--- config.mk ---
export PLATFORM = sky130hd
export DESIGN_NAME = fuzz_stim_sig_engine
export DESIGN_NICKNAME = d
export VERILOG_FILES = /design/src/rtl/fuzz_sig_pkg.sv /design/src/rtl/fuzz_misr.sv /design/src/rtl/fuzz_stim_sig_engine.sv
export SDC_FILE = /design/constraint.sdc
export NUM_CORES = 1
export LEC_CHECK = 0
export BUFFER_PORTS_ARGS = -buffer_cell sky130_fd_sc_hd__buf_2
export CAP_MARGIN = 40
export CORE_AREA = 2 2 457 459
export CTS_BUF_LIST = sky130_fd_sc_hd__clkbuf_4 sky130_fd_sc_hd__clkbuf_8 sky130_fd_sc_hd__clkbuf_16
export DETAILED_ROUTE_END_ITERATION = 6
export DIE_AREA = 0 0 459 461
export PLACE_DENSITY = 0.32
export SETUP_SLACK_MARGIN = 0.2
export SLEW_MARGIN = 20
export SYNTH_ARGS = -nofsm -noshare
export SYNTH_HDL_FRONTEND = slang
export SYNTH_HIERARCHICAL = 1
export SYNTH_SLANG_ARGS = --single-unit
--- constraint.sdc ---
create_clock -name clk -period 3.13 [get_ports clk]
set_input_delay 0.1565 -clock clk [delete_from_list [all_inputs] [get_ports clk]]
set_output_delay 0.1565 -clock clk [all_outputs]
set_load 0.1 [all_outputs]
--- src/rtl/fuzz_sig_pkg.sv ---
// Shared types and step functions for the fuzz stimulus/signature engine.
// Functions operate at the maximum supported widths; callers cast in and out.
package fuzz_sig_pkg;

    typedef enum logic [1:0] {IDLE, RUN, DRAIN, DONE} state_t;

    localparam int unsigned MAX_STIM_W = 256;
    localparam int unsigned MAX_RESP_W = 1024;

    localparam logic [62:0] DEF_LFSR_POLY = 63'h6000_0000_0000_0000;
    localparam logic [7:0]  DEF_MISR_POLY = 8'h1D;

    // Galois right-shift LFSR step; bits above the real width must be zero.
    function automatic logic [MAX_STIM_W-1:0] lfsr_step(
        input logic [MAX_STIM_W-1:0] l,
        input logic [MAX_STIM_W-1:0] poly
    );
        return (l >> 1) ^ (l[0] ? poly : '0);
    endfunction

    // Left-shift MISR step of width w; the feedback bit is sig[w-1].
    function automatic logic [MAX_RESP_W-1:0] misr_step(
        input logic [MAX_RESP_W-1:0] sig,
        input logic [MAX_RESP_W-1:0] resp,
        input logic [MAX_RESP_W-1:0] poly,
        input int unsigned           w
    );
        logic [MAX_RESP_W-1:0] mask;
        mask = {MAX_RESP_W{1'b1}} >> (MAX_RESP_W - w);
        return (((sig << 1) ^ (sig[w-1] ? poly : '0)) ^ resp) & mask;
    endfunction

endpackage

--- src/rtl/fuzz_misr.sv ---
// RESP_W-wide multiple-input signature register with clear and enable.
// sig_next exposes the value the register takes at the coming edge.
module fuzz_misr
    import fuzz_sig_pkg::*;
#(
    parameter int unsigned        RESP_W    = 550,
    parameter logic [RESP_W-1:0]  MISR_POLY = RESP_W'(DEF_MISR_POLY)
) (
    input  logic              clk,
    input  logic              rst,
    input  logic              clear,
    input  logic              en,
    input  logic [RESP_W-1:0] resp,
    output logic [RESP_W-1:0] sig,
    output logic [RESP_W-1:0] sig_next
);

    logic [RESP_W-1:0] sig_q;

    always_comb begin
        sig_next = sig_q;
        if (clear) begin
            sig_next = '0;
        end else if (en) begin
            sig_next = RESP_W'(misr_step(MAX_RESP_W'(sig_q), MAX_RESP_W'(resp),
                                         MAX_RESP_W'(MISR_POLY), RESP_W));
        end
    end

    always_ff @(posedge clk) begin
        if (rst) begin
            sig_q <= '0;
        end else begin
            sig_q <= sig_next;
        end
    end

    assign sig = sig_q;

endmodule

--- src/rtl/fuzz_stim_sig_engine.sv ---
// LFSR stimulus player plus MISR response compactor for fuzz-generated DUTs.
// Optional golden-signature comparator: define SIG_COMPARE_EN.
module fuzz_stim_sig_engine
    import fuzz_sig_pkg::*;
#(
    parameter int unsigned        STIM_W      = 63,
    parameter int unsigned        RESP_W      = 550,
    parameter int unsigned        NUM_VECTORS = 21,
    parameter int unsigned        LATENCY     = 1,
    parameter logic [STIM_W-1:0]  SEED        = STIM_W'(1),
    parameter logic [STIM_W-1:0]  LFSR_POLY   = STIM_W'(DEF_LFSR_POLY),
    parameter logic [RESP_W-1:0]  MISR_POLY   = RESP_W'(DEF_MISR_POLY)
) (
    input  logic              clk,
    input  logic              rst,
    input  logic              start,
    output logic [STIM_W-1:0] stim_o,
    output logic              stim_valid_o,
    input  logic [RESP_W-1:0] resp_i,
    output logic              busy_o,
    output logic              done_o,
    output logic [RESP_W-1:0] signature_o,
    output logic [15:0]       vec_cnt_o
`ifdef SIG_COMPARE_EN
   ,input  logic [RESP_W-1:0] gold_sig_i,
    output logic              match_o,
    output logic              mismatch_o
`endif
);

    localparam logic [STIM_W-1:0] SEED_EFF = (SEED == '0) ? STIM_W'(1) : SEED;

    state_t            state_q, state_d;
    logic [STIM_W-1:0] lfsr_q;
    logic [31:0]       issued_q;
    logic [15:0]       vec_cnt_q;
    logic [3:0]        drain_q;
    logic              start_ok, last_vec, stim_valid, dvalid;
    logic [RESP_W-1:0] sig, sig_next;

    assign start_ok   = start && (state_q == IDLE || state_q == DONE);
    assign last_vec   = (issued_q == 32'(NUM_VECTORS - 1));
    assign stim_valid = (state_q == RUN);

    always_comb begin
        state_d = state_q;
        case (state_q)
            IDLE, DONE: if (start) state_d = RUN;
            RUN:        if (last_vec) state_d = (LATENCY == 0) ? DONE : DRAIN;
            DRAIN:      if (drain_q == 4'(LATENCY - 1)) state_d = DONE;
            default:    state_d = IDLE;
        endcase
    end

    // lfsr_q doubles as stim_o, so it does not step past the last vector.
    always_ff @(posedge clk) begin
        if (rst) begin
            state_q   <= IDLE;
            lfsr_q    <= '0;
            issued_q  <= '0;
            vec_cnt_q <= '0;
            drain_q   <= '0;
        end else begin
            state_q <= state_d;
            case (state_q)
                IDLE, DONE: begin
                    if (start) begin
                        lfsr_q    <= SEED_EFF;
                        issued_q  <= '0;
                        vec_cnt_q <= '0;
                        drain_q   <= '0;
                    end
                end
                RUN: begin
                    issued_q <= issued_q + 32'd1;
                    if (vec_cnt_q != 16'hFFFF) vec_cnt_q <= vec_cnt_q + 16'd1;
                    if (!last_vec) begin
                        lfsr_q <= STIM_W'(lfsr_step(MAX_STIM_W'(lfsr_q), MAX_STIM_W'(LFSR_POLY)));
                    end
                end
                DRAIN:   drain_q <= drain_q + 4'd1;
                default: ;
            endcase
        end
    end

    if (LATENCY == 0) begin : g_nolat
        assign dvalid = stim_valid;
    end else begin : g_vpipe
        logic [LATENCY-1:0] vsr;
        always_ff @(posedge clk) begin
            if (rst) vsr <= '0;
            else     vsr <= (vsr << 1) | LATENCY'(stim_valid);
        end
        assign dvalid = vsr[LATENCY-1];
    end

    fuzz_misr #(
        .RESP_W    (RESP_W),
        .MISR_POLY (MISR_POLY)
    ) u_misr (
        .clk      (clk),
        .rst      (rst),
        .clear    (start_ok),
        .en       (dvalid),
        .resp     (resp_i),
        .sig      (sig),
        .sig_next (sig_next)
    );

`ifdef SIG_COMPARE_EN
    logic match_q, mismatch_q;
    // Compare against sig_next: the final sample lands on the DONE-entry edge.
    always_ff @(posedge clk) begin
        if (rst || start_ok) begin
            match_q    <= 1'b0;
            mismatch_q <= 1'b0;
        end else if (state_q != DONE && state_d == DONE) begin
            match_q    <= (sig_next == gold_sig_i);
            mismatch_q <= (sig_next != gold_sig_i);
        end
    end
    assign match_o    = match_q;
    assign mismatch_o = mismatch_q;
`endif

    assign stim_o       = lfsr_q;
    assign stim_valid_o = stim_valid;
    assign busy_o       = (state_q == RUN) || (state_q == DRAIN);
    assign done_o       = (state_q == DONE);
    assign signature_o  = sig;
    assign vec_cnt_o    = vec_cnt_q;

endmodule

---- Word level (Yosys, flattened, before mapping) ----
Index checks and enable logic that the tools add are counted.
W data, S select, Z words.
storage, ports and cells
  register bits after elaboration ......... 668
  output and inout port bits .............. 632
  word-level logic and storage cells ...... 53
cells by class
  $add $sub $neg .......................... 3
  equality and inequality tests ........... 10
  muxes and demuxes ....................... 16
  bitwise gates (word level) .............. 3
  reduce and logical (&&, ||, !) cells .... 14
operators with widths
  kind                     count
  $xor A550 B550 Y550      2
  $mux W63                 3
  $pmux W63 S2             1
  $pmux W32 S2             1
  $xor A62 B63 Y63         1
  $add A32 B1 Y32 const B  1
  $eq A32 B5 Y1 const B    1
  $mux W16                 2
  $mux W32                 1
  $pmux W16 S2             1
  $add A16 B1 Y16 const B  1
  $ne A16 B16 Y1 const B   1
  $reduce_and A3 Y1        3
  $pmux W4 S2              1
  $mux W2                  3
  $ne A2 B2 Y1 const B     3
  $pmux W2 S3              1
  $mux W5                  1
  $add A4 B1 Y4 const B    1
  $eq A2 B2 Y1 const B     2
  $logic_not A4 Y1         1
  $mux W4                  1
  $ne A2 B1 Y1 const B     2
  $reduce_and A2 Y1        2
  other kinds (6)          9

---- Depth between registers and ports, before layout ----
Gate-level depths: netlist of the first run.
  depth in word-level cells ............... 4
  gate-level depth with buffers ........... 10

---- By module ----
The synthesis of the first run kept the hierarchy.
by module, submodules not included
  module                times used  cells each  area each (sq um)  seq. area each (sq um)
  fuzz_misr             1           2934        26763.2            11010.6
  fuzz_stim_sig_engine  1           490         4750.8             2362.3

---- Worst setup path before layout of the first run ----
No wires, ideal clock.
  path type ............................... register -> register
  start ................................... register state_q[0]
  end ..................................... register issued_q[16]
  library setup time ...................... 0.072 ns
  arrival time ............................ 2.810 ns
  required time ........................... 3.058 ns
  slack ................................... 0.248 ns
  stages on the path, launching flop included .. 7
  path buffers ............................ 1
  period minus slack after synthesis ...... 2.882 ns
  cell sequence ........................... dfxtp_1 -> ha_1 -> mux2i_1 -> or4_1 -> buf_2 -> or3_1 -> a21oi_1
on the way
  elaborated cells between the ends (all ways) .. 8
RTL lines
  item                                 line                        source
  from (decl)                          fuzz_stim_sig_engine.sv:33  state_t state_q, state_d;
  from (signal assigned)               fuzz_stim_sig_engine.sv:64  state_q <= state_d;
  $eq A2 B1 Y1 *                       --
  net stim_valid_o                     fuzz_stim_sig_engine.sv:18  output logic stim_valid_o,
  $reduce_bool A2 Y1 (no source line)  --
  $reduce_and A2 Y1 (no source line)   --
  to (signal assigned)                 fuzz_stim_sig_engine.sv:75  issued_q <= issued_q + 32'd1;
  to (decl)                            fuzz_stim_sig_engine.sv:35  logic [31:0] issued_q;
Mark *: on every way through the listed nets, which the timed path passes. The rest lies on a longest branch.
A chain may end at the register's enable or synchronous reset.

---- Final worst setup path of the first run ----
  start ................................... register state_q[0]
  end ..................................... register issued_q[24]
on the way
  longest elaborated chain between the ends .. 4
  elaborated cells between the ends (all ways) .. 8
RTL lines
  item                                                                        line                        source
  $eq A2 B2 Y1 / $logic_not A2 Y1 (equally long branches)                     fuzz_stim_sig_engine.sv:65  case (state_q)
  $reduce_or A2 Y1                                                            fuzz_stim_sig_engine.sv:65
  $ne A2 B2 Y1 (no source line) / $reduce_bool A2 Y1 (equally long branches)  --
  $reduce_and A2 Y1 (no source line)                                          --
Several ways; a longest one is shown, not always the timed one.

==> results by group, run 1 <==
Status
  • Status: finished clean

Clock tree
  • TritonCTS clock tree: yes
  • CTS buffer count: 91
  • Clock Sinks: 668
  • Clk_lat worst skew: about 0.70 ns
  • Clk buf depth: 3
  • Clk pin slew, worst setup/hold paths: 0.05 ns
  • Post-CTS setup buffer count: 0
  • H-tree levels: 3
  • CTS root buffer: clkbuf_16
  • Post-cts resize count: 0

Placed design
  • Setup WS pre-CTS: 0.6583 ns
  • Dpl cell area: 38,160 µm²
  • Final Wtd Congestion: 0.8215
  • Placed cells: 6,609
  • DP Wirelength: between 100,000 and 150,000 µm
  • Port Buffers: approximately 1,200

Power
  • Pleak: 20.71 nW
  • Peak supply drop: 446.3 µV
  • Pwr Density: 735.0 nW/µm²

Detailed routing
  • Final WL: 149,500 µm
  • Mean routed wirelength per cell: approximately 20 µm
  • First-pass iteration count of the detailed router: 5
  • Vias per cell: 3.573
  • Vias: 26,220
  • # DRC: 0
  • ANT nets after route: 0
  • Initial DRC Count: 1,103

Timing
  • Slew Viols, Final: 0
  • Fin. Hold Viols: 0
  • Fmax: 0.4044 GHz
  • Worst hold slack: between 0.09 and 0.1 ns
  • Final Setup Violations: 0
  • Tmin final: about 2.5 ns
  • Setup TNS Final: 0 ns
  • RSZ-0062 raised after global routing: false
  • Clk_skew: 0.02135 ns
  • Fin crit share: 78.99%
  • Max-slew headroom: 52.39%
  • Final WS setup: 0.6575 ns
  • Pin slew with the least headroom to its limit: 0.7192 ns

Synthesis
  • Syn_nets: 3,375
  • Syn Inst Count: about 2,800
  • Syn Area/Cell: 10.39 µm²
  • Yosys warning count: 6
  • Post-Synthesis Cell Area: ~29,000 µm²

GRT
  • Pin count of the biggest net entering global routing: 103
  • Total gr overflow: 0
  • Met1 Usage GRT: 16.12%
  • Number of global-route vias before repair: approximately 27,000
  • Most Crowded Layer GR: met2
  • GRT Total Usage: 13.45%
  • Met2 Usage GRT: 21.58%
  • M3 GR Usage: 5.666%
  • First-pass GRT wire length: 204,600 µm
  • Initial antenna violation count: 35

Run
  • Maxcap violations: 0

Setup path
  • Critical Path End Type: register
  • Crit path DAT: 3.10 ns
  • Peak fanout along the critical path: 8
  • CP startpoint kind: register
  • CP required: around 3.8 ns
  • Crit path kind: reg2reg

Floorplan
  • Die area: 211,600 µm²
  • Top-level I/O count: around 1,200
  • Core area: 206,400 µm²
  • Rows: 167
  • DIE HEIGHT: 461 µm
  • Die width: roughly 460 µm
  • Initial Utilization: 14.15%

Layout
  • Nets: 5,111
  • Fraction of layout cells with a size suffix above 1: between 30% and 40%
  • Area Growth Syn to Fin: 60.10%
  • Non-Filler Instances: 7,337
  • Final Instance Area: between 40,000 and 50,000 µm²

Min path
  • Worst Hold Class: in2reg
-- metal layers --
layer  vias to the layer above  part of all wire [%]  routed length, µm
met1                     12220                    42              63240
met4                        16                   3.0               4542
met3                       205                   9.0              13520
met5                         -                 0.070                104
li1                      12880                     -                  -
met2                       889                    46              68140
-- critical path, stage by stage, from the launching register on --
cell	delay [ns]
dfxtp_1	0.40
inv_1	0.07
ha_1	0.39
mux2i_1	0.22
or4_1	0.76
or3_1	0.42
a21oi_1	0.13
-- path summary, 6_finish.rpt --
kind / startpoint / to / slack (ns) / cells after the start
max: state_q[0] / issued_q[24] / 0.66 / 6
min: start / drain_q[1] / 0.09 / 4
max reg2reg: state_q[0] / issued_q[24] / 0.66 / 6
min reg2reg: stim_o[27] / stim_o[27] / 0.50 / 1
-- through the flow --
stage          total power [mW]  util [%]
2_1_floorplan             20.25         -
3_3_place_gp              23.37     18.49
3_5_place_dp              23.38     18.49
4_1_cts                   35.08     22.64
5_1_grt                   36.02     22.65
6_report                  34.37     22.66
-- report_power, final --
group	internal, mW	leakage (nW)	switching (mW)	total [mW]
combinational	3.62	13.8	9.79	13.4
clock	6.43	1.54	4.29	10.7
sequential	9.30	5.40	0.937	10.2
-- flip-flops by register name, summed over array words and instances, names as in the netlist --
name,count
drain_q,4
dvalid,1
issued_q,32
state_q,2
stim_o,63
u_misr/sig,550
vec_cnt_o,16
-- final cells by class --
type / instances / area (µm²)
clock buffer: 136 / 2769
multi-input combinational: 1981 / 14660
antenna: 15 / 37.54
sequential: 668 / 13380
fill: 22820 / 159700
inverter: 17 / 63.81
clock inverter: 26 / 286.5
tap: 2704 / 3383
timing repair buffer: 1790 / 12190
-- layout by cell type (no fill, tap or decap), drive strengths merged, types with 5 or more instances in the layout --
master       count
and2             5
dlygate4sd3    551
clkinv          18
a21o             5
nor4            16
mux2i          554
diode           15
dfxtp          668
ha               9
nand4           18
a22o            61
nand3           18
nor2           593
a21oi           23
or3              5
nand2           28
buf           1239
clkbuf         136
xor2           561
inv             18
xnor2           13
nor3            12
o21ai           13
-- what timing repair did --
action	CTS	global route
hold endpoints to repair	564	0
hold buffers	551	0
endpoints found under the setup margin	0	0
Power figures use the tool's default switching activity.
==> run 2, diff against run 1 <==
==> constraint.sdc (replaced) <==
create_clock -name clk -period 2.45 [get_ports clk]
set_input_delay 0.1225 -clock clk [delete_from_list [all_inputs] [get_ports clk]]
set_output_delay 0.1225 -clock clk [all_outputs]
set_load 0.1 [all_outputs]
==> run 2 against run 1 <==
  * Maximum frequency grew 17%
  * Final area is essentially flat
  * Clock skew grew 0.00097 ns
  * Core utilization is essentially flat
  * Die area is the same
  * Wire length grew 0.56%
  * Via count is essentially flat
  * Sequential share of layout area is essentially flat
  * Final cell count grew 0.29%
  * Count of clock-buffer cells in the layout shrank 11
  * Worst hold slack gained 0.23 ns
==> results by group, run 2 (synthesis gave the netlist of run 1 again) <==
Layout
  • Max FFs per register: 550
  • Non-Filler Instances: 7,358
  • Nets: 5,129
  • FILL cells: ~23,000
  • Leading cell type in the layout, fill and taps excluded: buf_2
  • Area Growth Syn to Fin: 60.25%
  • Area occupied by multi-input gates: 14,720 µm²
  • FF+latch area: 13,390 µm²
  • Most frequent cells in the layout: buf_2, dfxtp_1, nor2_1
  • Fraction of layout cells with a size suffix above 1: a little under a third
  • Final Instance Area: around 47,000 µm²

Setup path
  • CP bufs+invs: 0
  • Cell family with most CP delay: simple AND/OR/NAND/NOR gates
  • Max incr delay on CP: ~0.77 ns
  • CP max-delay cell: or4_1
  • Crit path kind: reg2reg
  • CP startpoint kind: register
  • Critical Path End Type: register
  • CP required: around 3.0 ns
  • Crit Reg-Reg Startpoint: issued_q[12]
  • Peak fanout along the critical path: 8
  • CP cell instances: nand4_2 > or4_1 > nor4_4 > xnor2_1 > nor2_1
  • Worst setup path startpoint: issued_q[12]
  • Crit path DAT: about 2.7 ns

Timing
  • Clk_skew: about 0.022 ns
  • Fin crit share: about 86%
  • Fin. Hold Viols: 0
  • Slew Viols, Final: 0
  • Worst hold slack: around 0.32 ns
  • Final WS setup: between 0.3 and 0.4 ns
  • Setup TNS Final: 0 ns
  • Pin slew with the least headroom to its limit: 0.7293 ns
  • Tmin final: 2.111 ns
  • Fmax: ~0.47 GHz
  • Final Setup Violations: 0
  • RSZ-0062 raised after global routing: true
  • Max-slew headroom: 51.72%

Placed design
  • Final Wtd Congestion: 0.8185
  • Setup WS pre-CTS: 0.2352 ns
  • Dpl cell area: 38,270 µm²
  • Port Buffers: 1,184
  • DP Wirelength: 120,800 µm
  • Placed cells: 6,628

GRT
  • First-pass GRT wire length: 204,800 µm
  • Number of global-route vias before repair: roughly 26,000
  • GRT Total Usage: 13.53%
  • Pin count of the biggest net entering global routing: approximately 70
  • Total gr overflow: 0
  • Initial antenna violation count: 34

Floorplan
  • Core area: 206,400 µm²
  • DIE HEIGHT: around 460 µm
  • Top-level I/O count: 1,185
  • Die area: approximately 210,000 µm²
  • Initial Utilization: 14.15%
  • Die width: 459 µm
  • Rows: 167

Run
  • Maxcap violations: 0

Power
  • Peak supply drop: 495.6 µV
  • Power share of the sequential group: 29.8%
  • NetSw: 19.28 mW
  • Switching share of power: 44.15%
  • Power Internal: 24.39 mW
  • Combinational share of power: 39.8%
  • Clock Power Share: 30.4%
  • Pwr Density: 932.9 nW/µm²
  • Pleak: 20.74 nW

Status
  • Status: finished clean

Clock tree
  • H-tree levels: 3
  • Post-CTS setup buffer count: 0
  • Clk_lat worst skew: 0.71 ns
  • TritonCTS clock tree: yes
  • Clk pin slew, worst setup/hold paths: 0.06 ns
  • Clock Sinks: 668
  • CTS buffer count: between 80 and 90
  • CTS root buffer: clkbuf_16
  • Clk buf depth: 3

Min path
  • Hold path startpoint: resp_i[88]
  • Worst Hold Class: in2reg

Detailed routing
  • Vias: 26,210
  • # DRC: 0
  • Mean routed wirelength per cell: 20.44 µm
  • Initial DRC Count: 991
  • Final WL: 150,400 µm
  • Met1 wire length: ~64,000 µm
  • ANT nets after route: 0
  • Vias per cell: 3.562
  • First-pass iteration count of the detailed router: 4
  • Routed length on met2: 69,150 µm
  • Top Metal Used: met5
  • Met3 WL: around 14,000 µm
-- run 2: metrics by stage --
step	total power, mW	utilization, %
floorplan	25.90	-
global placement	29.99	18.54
detailed placement	29.97	18.54
CTS	44.48	22.63
global route	45.78	22.67
finish	43.67	22.68
-- run 2: tightest hold or removal path: cells and delay by family --
kind / cells / cell delay (ns)
xor+xnor: 1 / 0.06
buf+inv: 2 / 0.61
mux: 1 / 0.12
simple gates: 1 / 0.06
-- run 2: final cells by class --
type | count | share of cell area, %
Antenna cell | 23 | 0.1229
Clock buffer | 125 | 5.546
Tap cell | 2704 | 7.227
Timing Repair Buffer | 1811 | 26.27
Clock inverter | 29 | 0.6468
Sequential cell | 668 | 28.61
Multi-Input combinational cell | 1981 | 31.45
Inverter | 17 | 0.1363
-- run 2: power by group through the flow --
| stage | sequential [mW] | clock [mW] | combinational [mW] |
|---|---|---|---|
| after CTS | 13.1 | 13.9 | 17.5 |
| final | 13.0 | 13.3 | 17.4 |
| after global placement | 13.3 | 0 | 16.7 |
| after floorplan | 19.8 | 0 | 6.09 |
| after detailed placement | 13.3 | 0 | 16.7 |
| after global routing | 13.2 | 14.3 | 18.3 |
-- run 2: repair_timing --
item | 4_1_cts | 5_1_grt
endpoints found under the setup margin | 2 | 69
endpoints found under the hold margin | 565 | 0
hold buffers | 553 | 0
gates resized for setup | 2 | 10
-- run 2: routing by layer --
metal / global-route usage, % / up-vias
li1: - / 12920
met1: 16.34 / 12230
met2: 21.98 / 886
met3: 5.672 / 167
met4: 3.492 / 14
met5: 0.2755 / -
-- run 2: path summary, 6_finish.rpt --
kind	cells past startpoint	slack, ns	endpoint
worst min register to register	2	0.49	vec_cnt_o[7]
worst max register to register	5	0.34	issued_q[31]
worst max-delay path	5	0.34	issued_q[31]
worst min-delay path	5	0.32	u_misr/sig[88]
==> run 3, diff against run 2 <==
--- a/config.mk
+++ b/config.mk
@@ -5,7 +5,7 @@
 export SDC_FILE = /design/constraint.sdc
 export NUM_CORES = 1
 export LEC_CHECK = 0
-export BUFFER_PORTS_ARGS = -buffer_cell sky130_fd_sc_hd__buf_2
+export BUFFER_PORTS_ARGS = -buffer_cell sky130_fd_sc_hd__clkbuf_2
 export CAP_MARGIN = 40
 export CORE_AREA = 2 2 457 459
 export CTS_BUF_LIST = sky130_fd_sc_hd__clkbuf_4 sky130_fd_sc_hd__clkbuf_8 sky130_fd_sc_hd__clkbuf_16
==> run 3 against run 2 <==
  * Core utilization grew 0.075 points
  * Sequential power is essentially flat
  * Global-route usage grew 0.069 points
  * Largest cell class unchanged
  * Highest routed layer unchanged
==> results by group, run 3 (synthesis gave the netlist of run 1 again) <==
Setup path
  • CP bufs+invs: 2
  • CP required: 3.07 ns
  • Reg2Reg Capture Point: issued_q[25]
  • R2r setup slk: about 0.33 ns
  • Max incr delay on CP: about 0.38 ns
  • Peak fanout along the critical path: 14
  • CP max-delay cell: dfxtp_2
  • Crit path kind: reg2reg
  • CP cell instances: inv_1 > ha_1 > mux2i_1 > buf_4 > nor4_2 > nand3_1 > or2_2 > a21oi_1
  • Crit Reg-Reg Startpoint: state_q[0]
  • Worst R2R Path Depth: 8
  • Crit path DAT: 2.74 ns
  • CP startpoint kind: register
  • Cell family with most CP delay: simple AND/OR/NAND/NOR gates
  • Critical Path End Type: register

Layout
  • Nets: 5,125
  • Final Instance Area: 46,970 µm²
  • Area Growth Syn to Fin: 60.78%
  • Most frequent cells in the layout: clkbuf_2, dfxtp_1, nor2_1
  • Max FFs per register: 550
  • FILL cells: 22,930
  • Fraction of layout cells with a size suffix above 1: 31.36%
  • Leading cell type in the layout, fill and taps excluded: clkbuf_2

Timing
  • Max-slew headroom: 43.50%
  • RSZ-0062 raised after global routing: true
  • Slew Viols, Final: 0
  • Fin. Hold Viols: 0
  • Clk_skew: 0.02013 ns
  • Pin slew with the least headroom to its limit: between 0.8 and 0.9 ns
  • Fin crit share: 86.54%
  • Fmax: about 0.47 GHz
  • Final Setup Violations: 0
  • Setup TNS Final: 0 ns
  • Tmin final: 2.120 ns

GRT
  • Pin count of the biggest net entering global routing: 79
  • Initial antenna violation count: 34
  • Number of global-route vias before repair: 27,290
  • GRT Total Usage: 13.60%
  • Total gr overflow: 0
  • First-pass GRT wire length: 206,500 µm

Detailed routing
  • Initial DRC Count: approximately 1,200
  • Final WL: roughly 150,000 µm
  • # DRC: 0
  • Vias per cell: 3.576
  • ANT nets after route: 0
  • First-pass iteration count of the detailed router: 4
  • Vias: 26,290
  • Mean routed wirelength per cell: 20.45 µm

Clock tree
  • Clk buf depth: 3
  • Clock Sinks: ~670
  • Post-CTS setup buffer count: 0
  • CTS buffer count: 90
  • Clk_lat worst skew: 0.69 ns
  • H-tree levels: 3
  • CTS root buffer: clkbuf_16
  • Clk pin slew, worst setup/hold paths: roughly 0.060 ns
  • TritonCTS clock tree: yes

Floorplan
  • Initial Utilization: between 10% and 20%
  • Die area: 211,600 µm²
  • Top-level I/O count: 1,185
  • Core area: slightly above 200,000 µm²
  • DIE HEIGHT: 461 µm
  • Rows: ~170
  • Die width: approximately 460 µm

Min path
  • Hold path startpoint: resp_i[72]
  • Min-Delay Endpoint: u_misr/sig[72]
  • Worst Hold Class: in2reg
  • Hold-critical path depth: 5

Power
  • Peak supply drop: about 760 µV
  • Pleak: 20.35 nW
  • Pwr Density: 939.2 nW/µm²

Run
  • Maxcap violations: 0

Status
  • Status: finished clean

Placed design
  • DP Wirelength: around 120,000 µm
  • Port Buffers: 1,184
  • Dpl cell area: roughly 38,000 µm²
  • Final Wtd Congestion: 0.8233
-- run 3: cell count changes in the layout (fill, tap and decap cells not counted), moves of 2 or more --
cell | before | now
clkbuf_2 | 0 | 1182
clkbuf_4 | 22 | 30
clkinv_2 | 17 | 7
buf_2 | 1182 | 0
inv_16 | 2 | 0
diode_2 | 23 | 17
nor4_1 | 12 | 14
buf_12 | 22 | 30
clkbuf_16 | 90 | 92
clkbuf_8 | 13 | 21
buf_4 | 54 | 40
nor4_2 | 3 | 1
-- run 3: stage by stage --
stage / util, % / std cells / total power, mW / hold WS (ns) / setup slack [ns]
after CTS: 22.71 / 7334 / 44.90 / 0.2243 / 0.1480
after floorplan: - / 2813 / 25.90 / 0.3852 / 0.2046
after global placement: 18.56 / 6623 / 30.05 / 0.4720 / 0.1475
after global routing: 22.75 / 7349 / 46.20 / 0.2775 / 0.1416
final: 22.75 / 7351 / 44.11 / 0.3341 / 0.3299
after detailed placement: 18.56 / 6623 / 30.03 / 0.4745 / 0.1760
-- run 3: layout make-up --
class                   instances  area (µm²)  share of cell area (%)
diodes                         17       42.54                 0.09057
clock buffers                 142        2809                   5.980
clock inverters                17       214.0                  0.4555
inverters                      17       67.56                  0.1439
multi-input cells            1981       14710                   31.32
flip-flops and latches        668       13390                   28.51
well taps                    2704        3383                   7.203
repair buffers               1805       12350                   26.29
-- run 3: worst max-delay path by stage --
stage	to	cells past startpoint	startpoint	slack [ns]
2_1_floorplan	issued_q[16]	8	state_q[0]	0.20
3_3_place_gp	issued_q[24]	6	state_q[0]	0.15
3_5_place_dp	issued_q[24]	6	state_q[0]	0.18
4_1_cts	busy_o	5	state_q[0]	0.15
5_1_grt	issued_q[25]	8	state_q[0]	0.14
6_report	issued_q[25]	8	state_q[0]	0.33
-- run 3: routing by layer --
layer  global-route usage, %  share of wire [%]  vias up
li1                        -                  -    12910
met1                   16.36                 42    12240
met2                   22.28                 46      932
met3                   5.395                9.0      198
met4                   3.836                2.8       10
met5                       0              0.038        -
-- run 3: worst register-to-register path, cell delays in order, from the launching register on --
cell	delay, ns
dfxtp_2	0.38
inv_1	0.06
ha_1	0.34
mux2i_1	0.17
buf_4	0.21
nor4_2	0.34
nand3_1	0.14
or2_2	0.29
a21oi_1	0.13
-- run 3: power breakdown --
group | leakage [nW] | total, mW | internal [mW] | switching (mW)
Sequential | 5.41 | 13.1 | 11.9 | 1.21
Combinational | 13.4 | 17.4 | 4.74 | 12.7
Clock | 1.53 | 13.6 | 8.25 | 5.38
Total | 20.4 | 44.1 | 24.9 | 19.2
-- run 3: repair_timing --
action / CTS / global route
hold endpoints to repair: 561 / 0
resized for setup: 4 / 11
hold buffers: 552 / 0
pin swaps: 0 / 2
endpoints found under the setup margin: 4 / 77
